### src/rtl/chroni_pixel_expander_if.sv
// chroni_pixel_expander_if: pixel request handshake and line buffer write bundle
interface chroni_pixel_expander_if #(
  parameter int DATA_W = 16,
  parameter int ADDR_W = 11,
  parameter int CNT_W = $clog2(DATA_W) + 1
);
  logic in_valid;
  logic in_ready;
  logic [DATA_W-1:0] in_data;
  logic [ADDR_W-1:0] in_addr;
  logic [1:0] in_mode;
  logic [CNT_W-1:0] in_count;
  logic [3:0] in_palette;
  logic [7:0] in_on;
  logic [7:0] in_off;
  logic in_scale;
  logic in_transparent;
  logic lb_wr_en;
  logic [ADDR_W-1:0] lb_wr_addr;
  logic [7:0] lb_wr_data;
  logic busy;
  modport master (
    output in_valid, in_data, in_addr, in_mode, in_count, in_palette, in_on, in_off, in_scale, in_transparent,
    input in_ready, lb_wr_en, lb_wr_addr, lb_wr_data, busy
  );
  modport slave (
    input in_valid, in_data, in_addr, in_mode, in_count, in_palette, in_on, in_off, in_scale, in_transparent,
    output in_ready, lb_wr_en, lb_wr_addr, lb_wr_data, busy
  );
endinterface

### src/rtl/chroni_pixel_expander.sv
// chroni_pixel_expander: unpacks packed pixel words into line buffer writes
module chroni_pixel_expander #(
  parameter int DATA_W = 16,
  parameter int ADDR_W = 11,
  parameter int LINE_LEN = 1280,
  parameter int CNT_W = $clog2(DATA_W) + 1
) (
  input logic clk,
  input logic reset,
  chroni_pixel_expander_if.slave bus
);
  typedef enum logic {IDLE, EMIT} state_t;
  localparam logic [ADDR_W:0] LL = (ADDR_W + 1)'(LINE_LEN);
  state_t st;
  logic [DATA_W-1:0] d, cd, sh;
  logic [1:0] m, cm;
  logic [3:0] pal, cpal;
  logic [7:0] on, off, con, coff, px;
  logic sc, tr, ctr, r, nr, last, acc, z, en;
  logic [CNT_W-1:0] n, p, cn, np, mx, sa;
  logic [ADDR_W-1:0] na;
  assign last = p == n - 1'b1 && (!sc || r);
  assign bus.in_ready = !reset && (st == IDLE || last);
  assign bus.busy = st == EMIT;
  assign acc = bus.in_valid && bus.in_ready;
  // next slot: taken from the incoming request on acceptance, else from the held request
  always_comb begin
    cd = acc ? bus.in_data : d;
    cm = acc ? bus.in_mode : m;
    cpal = acc ? bus.in_palette : pal;
    con = acc ? bus.in_on : on;
    coff = acc ? bus.in_off : off;
    ctr = acc ? bus.in_transparent : tr;
    mx = cm == 2'd1 ? CNT_W'(DATA_W) : cm == 2'd2 ? CNT_W'(DATA_W / 2) : CNT_W'(DATA_W / 4);
    cn = !acc ? n : cm == 2'd0 ? CNT_W'(1) : bus.in_count > mx ? mx : bus.in_count;
    nr = !acc && sc && !r;
    np = acc ? '0 : nr ? p : p + 1'b1;
    na = acc ? bus.in_addr : bus.lb_wr_addr + 1'b1;
    sa = cm == 2'd1 ? cn - 1'b1 - np : cm == 2'd2 ? np << 1 : np << 2;
    sh = cd >> sa;
    px = cm == 2'd0 ? cd[7:0] : cm == 2'd1 ? (sh[0] ? con : coff) : cm == 2'd2 ? {cpal, 2'b00, sh[1:0]} : {cpal, sh[3:0]};
    z = cm == 2'd0 ? cd[7:0] == 8'd0 : cm == 2'd1 ? !sh[0] : cm == 2'd2 ? sh[1:0] == 2'd0 : sh[3:0] == 4'd0;
    en = !(ctr && z) && {1'b0, na} < LL;
  end
  // request capture, slot sequencing and registered line buffer write port
  always_ff @(posedge clk or posedge reset)
    if (reset) begin
      st <= IDLE;
      bus.lb_wr_en <= 1'b0;
      bus.lb_wr_addr <= '0;
      bus.lb_wr_data <= '0;
      d <= '0;
      m <= '0;
      pal <= '0;
      on <= '0;
      off <= '0;
      sc <= 1'b0;
      tr <= 1'b0;
      n <= '0;
      p <= '0;
      r <= 1'b0;
    end else begin
      if (acc) begin
        d <= bus.in_data;
        m <= bus.in_mode;
        pal <= bus.in_palette;
        on <= bus.in_on;
        off <= bus.in_off;
        sc <= bus.in_scale;
        tr <= bus.in_transparent;
      end
      n <= cn;
      p <= np;
      r <= nr;
      if (acc ? cn != '0 : st == EMIT && !last) begin
        st <= EMIT;
        bus.lb_wr_en <= en;
        bus.lb_wr_addr <= na;
        bus.lb_wr_data <= px;
      end else begin
        st <= IDLE;
        bus.lb_wr_en <= 1'b0;
      end
    end
endmodule

### src/flat_wrapper.sv
// flat-port wrapper written by rule: the top's interface ports become plain ports
module chroni_pixel_expander_flat 
#(
  parameter int DATA_W = 16,
  parameter int ADDR_W = 11,
  parameter int LINE_LEN = 1280,
  parameter int CNT_W = $clog2(DATA_W) + 1
)
  (clk, reset, bus_in_valid, bus_in_data, bus_in_addr, bus_in_mode, bus_in_count, bus_in_palette, bus_in_on, bus_in_off, bus_in_scale, bus_in_transparent, bus_in_ready, bus_lb_wr_en, bus_lb_wr_addr, bus_lb_wr_data, bus_busy);
  chroni_pixel_expander_if #(.DATA_W(DATA_W), .ADDR_W(ADDR_W), .CNT_W(CNT_W)) bus_i ();
  input logic clk;
  input logic reset;
  input wire logic [$bits(bus_i.in_valid)-1:0] bus_in_valid;
  input wire logic [$bits(bus_i.in_data)-1:0] bus_in_data;
  input wire logic [$bits(bus_i.in_addr)-1:0] bus_in_addr;
  input wire logic [$bits(bus_i.in_mode)-1:0] bus_in_mode;
  input wire logic [$bits(bus_i.in_count)-1:0] bus_in_count;
  input wire logic [$bits(bus_i.in_palette)-1:0] bus_in_palette;
  input wire logic [$bits(bus_i.in_on)-1:0] bus_in_on;
  input wire logic [$bits(bus_i.in_off)-1:0] bus_in_off;
  input wire logic [$bits(bus_i.in_scale)-1:0] bus_in_scale;
  input wire logic [$bits(bus_i.in_transparent)-1:0] bus_in_transparent;
  output wire logic [$bits(bus_i.in_ready)-1:0] bus_in_ready;
  output wire logic [$bits(bus_i.lb_wr_en)-1:0] bus_lb_wr_en;
  output wire logic [$bits(bus_i.lb_wr_addr)-1:0] bus_lb_wr_addr;
  output wire logic [$bits(bus_i.lb_wr_data)-1:0] bus_lb_wr_data;
  output wire logic [$bits(bus_i.busy)-1:0] bus_busy;
  assign bus_i.in_valid = bus_in_valid;
  assign bus_i.in_data = bus_in_data;
  assign bus_i.in_addr = bus_in_addr;
  assign bus_i.in_mode = bus_in_mode;
  assign bus_i.in_count = bus_in_count;
  assign bus_i.in_palette = bus_in_palette;
  assign bus_i.in_on = bus_in_on;
  assign bus_i.in_off = bus_in_off;
  assign bus_i.in_scale = bus_in_scale;
  assign bus_i.in_transparent = bus_in_transparent;
  assign bus_in_ready = bus_i.in_ready;
  assign bus_lb_wr_en = bus_i.lb_wr_en;
  assign bus_lb_wr_addr = bus_i.lb_wr_addr;
  assign bus_lb_wr_data = bus_i.lb_wr_data;
  assign bus_busy = bus_i.busy;
  chroni_pixel_expander #(.DATA_W(DATA_W), .ADDR_W(ADDR_W), .LINE_LEN(LINE_LEN), .CNT_W(CNT_W)) u_core (.clk(clk), .reset(reset), .bus(bus_i));
endmodule
### config.mk
export PLATFORM = sky130hd
export DESIGN_NAME = chroni_pixel_expander_flat
export DESIGN_NICKNAME = d
export VERILOG_FILES = /design/src/rtl/chroni_pixel_expander_if.sv /design/src/rtl/chroni_pixel_expander.sv /design/src/flat_wrapper.sv
export SDC_FILE = /design/constraint.sdc
export NUM_CORES = 1
export LEC_CHECK = 0
export BUFFER_PORTS_ARGS = -buffer_cell sky130_fd_sc_hd__buf_2
export CORE_ASPECT_RATIO = 1.2
export CORE_MARGIN = 1.5
export CORE_UTILIZATION = 57
export DETAILED_ROUTE_END_ITERATION = 6
export PLACE_DENSITY = 0.81
export REMOVE_ABC_BUFFERS = 1
export SLEW_MARGIN = 20
export SYNTH_ARGS = -nofsm -noshare
export SYNTH_HDL_FRONTEND = slang
export SYNTH_SLANG_ARGS = --single-unit
### constraint.sdc
create_clock -name clk -period 9 [get_ports clk]
set_input_delay 0.45 -clock clk [delete_from_list [all_inputs] [get_ports clk]]
set_output_delay 0.45 -clock clk [all_outputs]
set_load 0.03 [all_outputs]
==> flow_summary.ini <==
[status]
run_status = finished, final reports clean

[timing]
finalHoldViolations = 0
finalCritPeriodShare_pct = 83.38
unrepaired_setup_endpoints_after_global_routing = false
fmax_ghz = 0.1333
final-max-slew-violation-count = 0
slew-limit-headroom_pct = 34.27
fin_ws_ns = 1.496
worst_pin_slew_ns = 0.9798
setup_viol = 0
final.min_clock_period_ns = 7.504
timing.clock.skew_ns = 0.01027

[placed_design]
place.detailed.hpwl_mm = 9.238
placed_cells_incl_taps = 750
gp_congestion = 0.9184
place.port_buffers = 80
placement.setup.worst_slack_ns = 1.676

[flow_run]
timing.max_cap.violations = 0

[route]
vias_per_cell = 6.044
drc = 0
drt_pass1_iterations = 6
drt-wirelength-per-cell_um = 16.81
totalWireLength_mm = 12.87
via_count = 4630
count_of_routing_violations_after_the_opening_detailed_route_iteration = 325
postRouteAntennaNets = 0

[die]
initial_core_util_pct = 59.44
floorplan.core_area_um2 = 8243
die_x_um = 87.64
ioPinCount = 81
die_height_um = 104.6
die_area_um2 = 9164
floorplan.rows = 36

[logic_synthesis]
synth.largest_area_cell = dfrtp_1
post_synth.cell_area_avg_um2 = 8.404
ys_seq_elements = 72
synth_edf_count = 0
synth-main-ff-cell = dfrtp_1
synthesized_area_um2 = 4900
ys_top_cells_by_area = dfrtp_1, nand2_1, mux2i_1
ys_async_sr_fraction_pct = 100.0
syn_inst = 583
post-synth-top-count-cell = nand2_1
synth_top_cell_area_share_pct = 36.77
yosys_warnings = 0
synth_cell_type_count = 63
post_synthesis_sequential_area_ratio_pct = 36.77
synth_common_cells = nand2_1, dfrtp_1, mux2i_1

[setup_path]
critical_path.max_fanout = 43
worst_ep_arrival_time_ns = 7.78
setup.worst_path.end_class = flip-flop
critPathRequiredTime_ns = 9.28
startpoint_to_endpoint_class_of_the_critical_path = flip-flop to flip-flop
timing.critical_path.from_type = flip-flop

[clocking]
cts.sink_count = 72
ctsResizeCount = 0
clock-root-buffer = clkbuf_8
cts_buffers = 9
post_cts_hold_buffer_count = 0
cts_setup_buffers = 0
clk_transition_reported_paths_ns = 0.09
ctsHtreeMaxLevel = 3
clk_lat_worst_skew_ns = 0.37
tritoncts_clock_tree = done
clockBufferDepth = 2

[finish]
ratio_of_cells_with_drive_above_1_in_the_final_layout_pct = 20.25
utilization_pct = 68.08
non_filler_instances = 766
num-nets-final = 720
diodes = 0
syn2layout_area_growth_pct = 14.53

[grt]
overall_global_routing_resource_usage_pct = 29.41
maximum_number_of_pins_on_one_net_before_global_route_repair = 57
initial_antenna_violation_count = 0
grt_overflow = 0
grt_pass1_wl_mm = 21.21
first_global_vias = 4510

[min_path]
min_path_type = input pin to asynchronous set/reset pin
-- metal layers --
| metal | vias to the layer above | share of wire [%] | track usage [%] |
|---|---|---|---|
| met2 | 181 | 50 | 46.48 |
| met5 | - | 0 | 0 |
| met4 | 0 | 3.6 | 15.53 |
| met3 | 41 | 5.1 | 4.897 |
| li1 | 2182 | - | - |
| met1 | 2226 | 42 | 38.18 |
-- flip-flops by register name (all words and copies together), names as in the netlist, 2 cells and up --
register,count
u_core.bus.lb_wr_addr,11
u_core.bus.lb_wr_data,8
u_core.d,16
u_core.m,2
u_core.n,5
u_core.off,8
u_core.on,8
u_core.p,5
u_core.pal,4
-- logic make-up after synthesis --
group | Yosys count | synth area share (%)
simple gates | 254 | 23.29
compound gates | 117 | 16.42
flops | 72 | 36.77
mux | 56 | 11.90
buf+inv | 55 | 4.903
xor+xnor | 15 | 2.988
fa+ha+maj | 14 | 3.728
-- worst paths after layout --
check | cells past startpoint | startpoint | slack, ns | end
worst max-delay path | 25 | u_core.n[0] | 1.50 | u_core.bus.lb_wr_data[1]
worst min-delay path | 2 | reset | 0.1 | u_core.d[13]
worst max register to register | 25 | u_core.n[0] | 1.50 | u_core.bus.lb_wr_data[1]
worst min register to register | 2 | u_core.on[0] | 0.48 | u_core.on[0]
max in group asynchronous | 3 | reset | 7.88 | u_core.off[5]
min in group clk | 3 | bus_in_scale | 0.27 | u_core.sc
-- critical path: stages (launching register included) --
cell and delay, ns:
dfrtp_1 0.38, inv_1 0.07, ha_1 0.23, nand2b_1 0.17
a21o_1 0.19, a31oi_2 0.36, o21a_4 0.50, mux2i_1 0.35
ha_1 0.40, inv_1 0.14, ha_1 0.31, nor2b_1 0.14
o21a_1 0.17, o21ai_1 0.39, mux2i_1 0.15, o31ai_1 0.28
ha_1 0.33, xor2_1 0.36, nand2_1 0.15, o21ai_1 0.21
a21boi_1 0.54, o22ai_1 0.21, nor4_2 0.50, or3_1 0.35
mux2_4 0.33, a31oi_2 0.16
-- layout make-up --
type                            count  area, µm²
Sequential cell                    72       1802
Inverter                           22      82.58
Clock inverter                      7      142.6
Clock buffer                        9      123.9
Tap cell                          114      142.6
Timing Repair Buffer               86      445.4
Multi-Input combinational cell    456       2873
Fill cell                         695       2631
-- layout by cell type (no fill, tap or decap), types with 5 or more instances in the layout --
master,n
o22ai_1,7
mux2i_1,47
buf_2,80
inv_1,19
nor2_1,31
nand2b_1,8
xnor2_1,7
o21ai_0,18
o211ai_1,9
a211oi_1,10
buf_4,6
mux2_2,5
xor2_1,7
nor3_1,8
a21oi_1,31
nand2_1,149
clkbuf_8,9
ha_1,13
nand4_1,11
and3_1,10
nand3_1,16
dfrtp_1,72
-- through the flow --
| stage | hold slack [ns] | cell area (µm²) | TNS (ns) |
|---|---|---|---|
| 3_3_place_gp | 0.4580 | 5345 | 0 |
| 4_1_cts | 0.1081 | 5612 | 0 |
| 5_1_grt | 0.1348 | 5612 | 0 |
| 3_5_place_dp | 0.4598 | 5345 | 0 |
| 6_report | 0.09895 | 5612 | 0 |
| 2_1_floorplan | 0.4331 | 4742 | -0.2128 |
Power is not shown: default switching activity piles up to over one toggle a cycle in this logic, so the estimate is an artifact.
